===== src/rtl/gshare_predictor_param.sv =====
// Parametrised gshare direction predictor: PC^GHR indexed PHT of saturating counters,
// decoupled predict/train ports, checkpointed history repair and saturating statistics.
module gshare_predictor_param #(
    parameter int PC_W     = 8,
    parameter int IDX_W    = 8,
    parameter int GHR_W    = 8,
    parameter int CTR_W    = 2,
    parameter int INIT_CTR = 1,
    parameter int STAT_W   = 16
) (
    input  logic              i_clk,
    input  logic              i_reset_n,
    output logic              o_ready,
    input  logic              i_req_valid,
    input  logic [PC_W-1:0]   i_req_pc,
    output logic              o_pred_valid,
    output logic              o_pred_taken,
    output logic [IDX_W-1:0]  o_pred_idx,
    output logic [GHR_W-1:0]  o_pred_ghr,
    input  logic              i_upd_valid,
    input  logic [IDX_W-1:0]  i_upd_idx,
    input  logic [GHR_W-1:0]  i_upd_ghr,
    input  logic              i_upd_pred,
    input  logic              i_upd_taken,
    output logic [STAT_W-1:0] o_stat_updates,
    output logic [STAT_W-1:0] o_stat_mispred
);
    localparam int DEPTH = 1 << IDX_W;
    localparam logic [0:0] S_INIT = 1'b0;
    localparam logic [0:0] S_RUN  = 1'b1;
    localparam logic [CTR_W-1:0] CTR_MAX  = '1;
    localparam logic [CTR_W-1:0] CTR_INIT = CTR_W'(INIT_CTR);
    localparam logic [IDX_W-1:0] PTR_LAST = IDX_W'(DEPTH - 1);

    logic [0:0]        r_state;
    logic [IDX_W-1:0]  r_ptr;
    logic [GHR_W-1:0]  r_ghr;
    logic [CTR_W-1:0]  r_pht [DEPTH];
    logic              r_pred_valid;
    logic              r_pred_taken;
    logic [IDX_W-1:0]  r_pred_idx;
    logic [GHR_W-1:0]  r_pred_ghr;
    logic [STAT_W-1:0] r_stat_upd;
    logic [STAT_W-1:0] r_stat_mis;

    logic              w_run;
    logic [IDX_W-1:0]  w_idx;
    logic              w_pred_bit;
    logic              w_mispred;
    logic [CTR_W-1:0]  w_upd_ctr;
    logic [CTR_W-1:0]  w_upd_nxt;
    logic              w_unused;

    assign w_run      = (r_state == S_RUN);
    assign w_idx      = i_req_pc[IDX_W-1:0] ^ IDX_W'(r_ghr);
    assign w_pred_bit = r_pht[w_idx][CTR_W-1];
    assign w_mispred  = i_upd_pred != i_upd_taken;
    assign w_upd_ctr  = r_pht[i_upd_idx];
    assign w_upd_nxt  = ( i_upd_taken && w_upd_ctr != CTR_MAX) ? w_upd_ctr + CTR_W'(1) :
                        (!i_upd_taken && w_upd_ctr != '0)      ? w_upd_ctr - CTR_W'(1) :
                                                                 w_upd_ctr;
    // PC bits above the index and the checkpoint MSB play no part in prediction.
    assign w_unused   = ^{i_req_pc, i_upd_ghr[GHR_W-1]};

    always_ff @(posedge i_clk) begin
        if (!i_reset_n) begin
            r_state      <= S_INIT;
            r_ptr        <= '0;
            r_ghr        <= '0;
            r_pred_valid <= 1'b0;
            r_pred_taken <= 1'b0;
            r_pred_idx   <= '0;
            r_pred_ghr   <= '0;
            r_stat_upd   <= '0;
            r_stat_mis   <= '0;
        end else begin
            r_pred_valid <= 1'b0;
            case (r_state)
                S_INIT: begin
                    r_ptr <= r_ptr + IDX_W'(1);
                    if (r_ptr == PTR_LAST) r_state <= S_RUN;
                end
                default: begin
                    if (i_req_valid) begin
                        r_pred_valid <= 1'b1;
                        r_pred_taken <= w_pred_bit;
                        r_pred_idx   <= w_idx;
                        r_pred_ghr   <= r_ghr;
                    end
                    // Checkpoint repair wins over the same-cycle speculative shift.
                    if (i_upd_valid && w_mispred)
                        r_ghr <= {i_upd_ghr[GHR_W-2:0], i_upd_taken};
                    else if (i_req_valid)
                        r_ghr <= {r_ghr[GHR_W-2:0], w_pred_bit};
                    if (i_upd_valid) begin
                        if (r_stat_upd != '1) r_stat_upd <= r_stat_upd + STAT_W'(1);
                        if (w_mispred && r_stat_mis != '1) r_stat_mis <= r_stat_mis + STAT_W'(1);
                    end
                end
            endcase
        end
    end

    // PHT has no reset; the sweep fills it before requests are honoured.
    always_ff @(posedge i_clk) begin
        if (i_reset_n) begin
            if (r_state == S_INIT)
                r_pht[r_ptr] <= CTR_INIT;
            else if (i_upd_valid)
                r_pht[i_upd_idx] <= w_upd_nxt;
        end
    end

    assign o_ready        = w_run;
    assign o_pred_valid   = r_pred_valid;
    assign o_pred_taken   = r_pred_taken;
    assign o_pred_idx     = r_pred_idx;
    assign o_pred_ghr     = r_pred_ghr;
    assign o_stat_updates = r_stat_upd;
    assign o_stat_mispred = r_stat_mis;
endmodule


===== config.mk =====
export PLATFORM = sky130hd
export DESIGN_NAME = gshare_predictor_param
export DESIGN_NICKNAME = d
export VERILOG_FILES = /design/src/rtl/gshare_predictor_param.sv
export SDC_FILE = /design/constraint.sdc
export NUM_CORES = 1
export LEC_CHECK = 0
export CELL_PAD_IN_SITES_DETAIL_PLACEMENT = 2
export CELL_PAD_IN_SITES_GLOBAL_PLACEMENT = 2
export CORE_MARGIN = 2
export CORE_UTILIZATION = 46
export DETAILED_ROUTE_END_ITERATION = 6
export GPL_ROUTABILITY_DRIVEN = 0
export GPL_TIMING_DRIVEN = 0
export MAX_ROUTING_LAYER = met4
export PLACE_DENSITY_LB_ADDON = 0.25
export SLEW_MARGIN = 25
export SYNTH_ARGS = -nofsm -noshare
export SYNTH_HDL_FRONTEND = slang
export SYNTH_SLANG_ARGS = --single-unit

===== constraint.sdc =====
create_clock -name i_clk -period 21.1 [get_ports i_clk]
set_clock_uncertainty 0.1 [all_clocks]
set_input_delay 2.11 -clock i_clk [delete_from_list [all_inputs] [get_ports i_clk]]
set_output_delay 2.11 -clock i_clk [all_outputs]
set_load 0.02 [all_outputs]

==> flow_summary.toml <==
[timing]
slew_headroom = 0.171
finalCritPeriodShare = 0.340
hold_violations = 0
fmax_mhz = 139
layout_min_cycle_time_ps = 7180
fin_ws_ps = 13930
slew_viol_final = 0
rsz0062_at_grt = "false"
tightest_slew_ps = 1240
setup_viol = 0

[clocking]
cts.reportedPaths.clkPinSlew_ps = 60
clock_latency_ps = 670
cts_sinks = 579
cts_tree = "built"
cts_root_buf = "clkbuf_16"
ctsHoldBuffers = 0
cts_setup_buffers = 0
ctsResizeCount = 0
cts_max_path_buffers = 3
htree_levels = 2
numCtsBuffers = 61

[synthesis]
synthCells = 1728
syn-mean-instance-area_sq_um = 15.2
netlist_area_sq_um = 26300
ys_ff_latch = 579
synth-warning-count = 0
synth-edff-count = 512
synth.net_count = 1763
synth_ff_type = "edfxtp_1"
async_reset_ff_frac = 0
yosysSeqAreaShare = 0.636
synth_cell_types = 59

[min_path]
hp-start = "o_pred_ghr[4]$_SDFFE_PN0P_"
hp-class = "reg2reg"
hold_path_depth = 2
min_to = "o_pred_ghr[4]$_SDFFE_PN0P_"

[setup_path]
critical_path_class = "in2reg"
r2r-start = "r_pht[194][0]$_DFFE_PP_"
cpLargestDelayFamily = "buffers and inverters"
path_buf_inv = 10
cp-end-kind = "flip-flop"
crit_fanout = 19
arrival_ps = 7580
crit_path_start_kind = "input pin"
cpMaxStageDelayCell = "o32ai_4"
reg2reg_depth = 14
critPathRequiredTime_ps = 21500
cp_common_cell = "buf_2"
cp_cell_sequence = "buf_2 > buf_2 > buf_2 > buf_2 > clkbuf_1 > o2111ai_1 > a31oi_1 > o2bb2ai_2 > inv_2 > ha_1 > o21ai_0 > o32ai_4 > buf_8 > buf_6 > buf_8 > buf_8"
max_stage_delay_ps = 830
r2r-end = "r_pht[76][0]$_DFFE_PP_"
r2r_slack_ps = 16040

[place]
post_dp_cell_area_sq_um = 28300
port-buffer-count = 72
detailedPlace.worstSlack_ps = 13500
place_inst = 2573
dp_hpwl_mm = 67.5

[finish]
utilization = 0.533
final_cells = 2680
drive_gt1_frac = 0.191
final_area_sq_um = 30100
fin_nets = 1915
syn_to_final_growth_pct = 14.6
antenna_cells = 0

[detailed_routing]
drt.antenna.violating_nets = 0
vias = 18000
drt_iter0_markers = 2741
dr.pass1.iters = 5
post-route-drc-count = 0
vias_per_cell = 6.72
wl_per_cell_microns = 37.4
wl_mm = 100

[die]
num_io_pins = 81
rows = 87
core_area_sq_um = 56500
die_h_microns = 243
die_x_microns = 243
die-area_sq_um = 59100
start_util = 0.466

[global_routing]
antenna_found_initial = 1
grt_pass1_wl_mm = 144
grt_use_total = 0.355
overflow = 0
grt_max_degree = 79
grt_pass1_vias = 19000

[run_status]
status = "finished, final reports clean"

[power_and_ir_drop]
cellLeakagePower_nw = 10.7
worst_ir_drop_vdd_uv = 74.6
power_density_nw_per_um2 = 79.7

[flow_run]
drv_cap = 0
kinds of logic after synthesis:
group / share of synthesized area
mux: 0.187
xor+xnor: 0.0140
buf+inv: 0.0266
simple gates: 0.0947
compound gates: 0.0402
fa+ha+maj: 0.00238
flops: 0.636
worst register-to-register path, cell delays in order, from the launching register on:
cell      delay [ps]
edfxtp_1         400
mux4_2           540
mux4_2           530
mux2i_1          310
mux2i_1          210
a31o_1           290
nor3_4           320
inv_1            100
ha_1             220
mux2i_1          190
xor2_1           280
nand2_4          350
buf_12           350
buf_16           260
buf_16           290
final cells by class:
type                            instances  area [sq um]
Timing Repair Buffer                   89           992
Tap cell                              756           946
Clock buffer                           82          1640
Buffer                                119           676
Multi-Input combinational cell       1019          8930
Clock inverter                         25           195
Fill cell                            5073         26400
Inverter                               11          41.3
Sequential cell                       579         16700
cells in the mapped netlist (3+ instances only):
master     count  area share
nand2_1      140       0.020
o21ai_0       29      0.0055
a31oi_1        3     0.00071
o31ai_1        4      0.0011
nand4_1        6      0.0014
edfxtp_1     512        0.58
inv_1         10      0.0014
and2_1        31      0.0074
and4_1         5      0.0017
or3_1         12      0.0029
o22ai_1       20      0.0048
nor3_1         4     0.00076
nor2b_1       13      0.0031
clkbuf_1      61      0.0087
a41oi_1        3      0.0010
or4_1          4      0.0011
dfxtp_1       67       0.051
mux2_2         6      0.0026
nor2_1       275       0.039
a21boi_0      21      0.0060
xor2_1        15      0.0050
a22o_1        14      0.0047
ha_1           5      0.0024
a22oi_1        4      0.0011
nand3b_1      12      0.0034
a311oi_1       3      0.0010
o2bb2ai_1      4      0.0013
buf_4         16      0.0046
mux4_2       186        0.16
o211a_1       11      0.0042
buf_6         10      0.0043
nand3_1       33      0.0063
buf_2         27      0.0051
and3_1         6      0.0014
xnor2_1       27      0.0090
a21oi_1       21      0.0040
mux2i_1       65       0.025
nor4_1        17      0.0040
layout by cell type, fill, tap and decap left out, drive strengths merged, types with 30 or more instances in the layout:
cell / netlist / layout
o21ai: 30 / 30
clkbuf: 61 / 143
buf: 58 / 75
mux2i: 65 / 65
and2: 31 / 31
nand2: 140 / 140
nand3: 33 / 33
edfxtp: 512 / 512
dfxtp: 67 / 67
mux4: 186 / 186
nor2: 275 / 275
clkdlybuf4s50: 0 / 72
through the flow:
step / power (mW) / hold WS (ps) / TNS (ps)
after floorplan: 1.33 / 367 / 0
after global placement: 1.38 / 359 / -2182860
after detailed placement: 1.38 / 367 / 0
after CTS: 2.40 / 376 / 0
after global routing: 2.45 / 394 / 0
final: 2.40 / 373 / 0
flip-flops by register name, indices dropped and copies added, names as in the netlist:
| signal | flops |
|---|---|
| o_pred_taken | 1 |
| r_pht | 512 |
| o_pred_idx | 8 |
| o_pred_valid | 1 |
| o_pred_ghr | 8 |
| o_ready | 1 |
| r_ghr | 8 |
| o_stat_updates | 16 |
| o_stat_mispred | 16 |
| r_ptr | 8 |
report_power, final:
group / internal [mW] / leakage, nW / switching (mW) / total (mW)
combinational: 0.0442 / 3.54 / 0.0896 / 0.134
clock: 0.565 / 0.897 / 0.474 / 1.04
sequential: 1.23 / 6.26 / 0.000737 / 1.23
layer usage:
| layer | up-vias | part of all wire | global-route usage |
|---|---|---|---|
| met5 | - | 0 | - |
| met3 | 379 | 0.096 | 0.0669 |
| met4 | 0 | 0.063 | 0.184 |
| met2 | 1254 | 0.47 | 0.558 |
| li1 | 7006 | - | - |
| met1 | 9374 | 0.37 | 0.442 |
worst max path at each step:
stage            startpoint                endpoint  cells past startpoint
2_1_floorplan  i_upd_idx[2]   r_pht[0][1]$_DFFE_PP_                     14
4_1_cts        i_upd_idx[3]  r_pht[95][1]$_DFFE_PP_                     16
3_3_place_gp   i_upd_idx[4]  r_pht[78][1]$_DFFE_PP_                     12
6_report       i_upd_idx[3]  r_pht[91][1]$_DFFE_PP_                     16
5_1_grt        i_upd_idx[3]  r_pht[90][1]$_DFFE_PP_                     15
3_5_place_dp   i_upd_idx[3]  r_pht[78][1]$_DFFE_PP_                     16
Power figures use the tool's default switching activity.
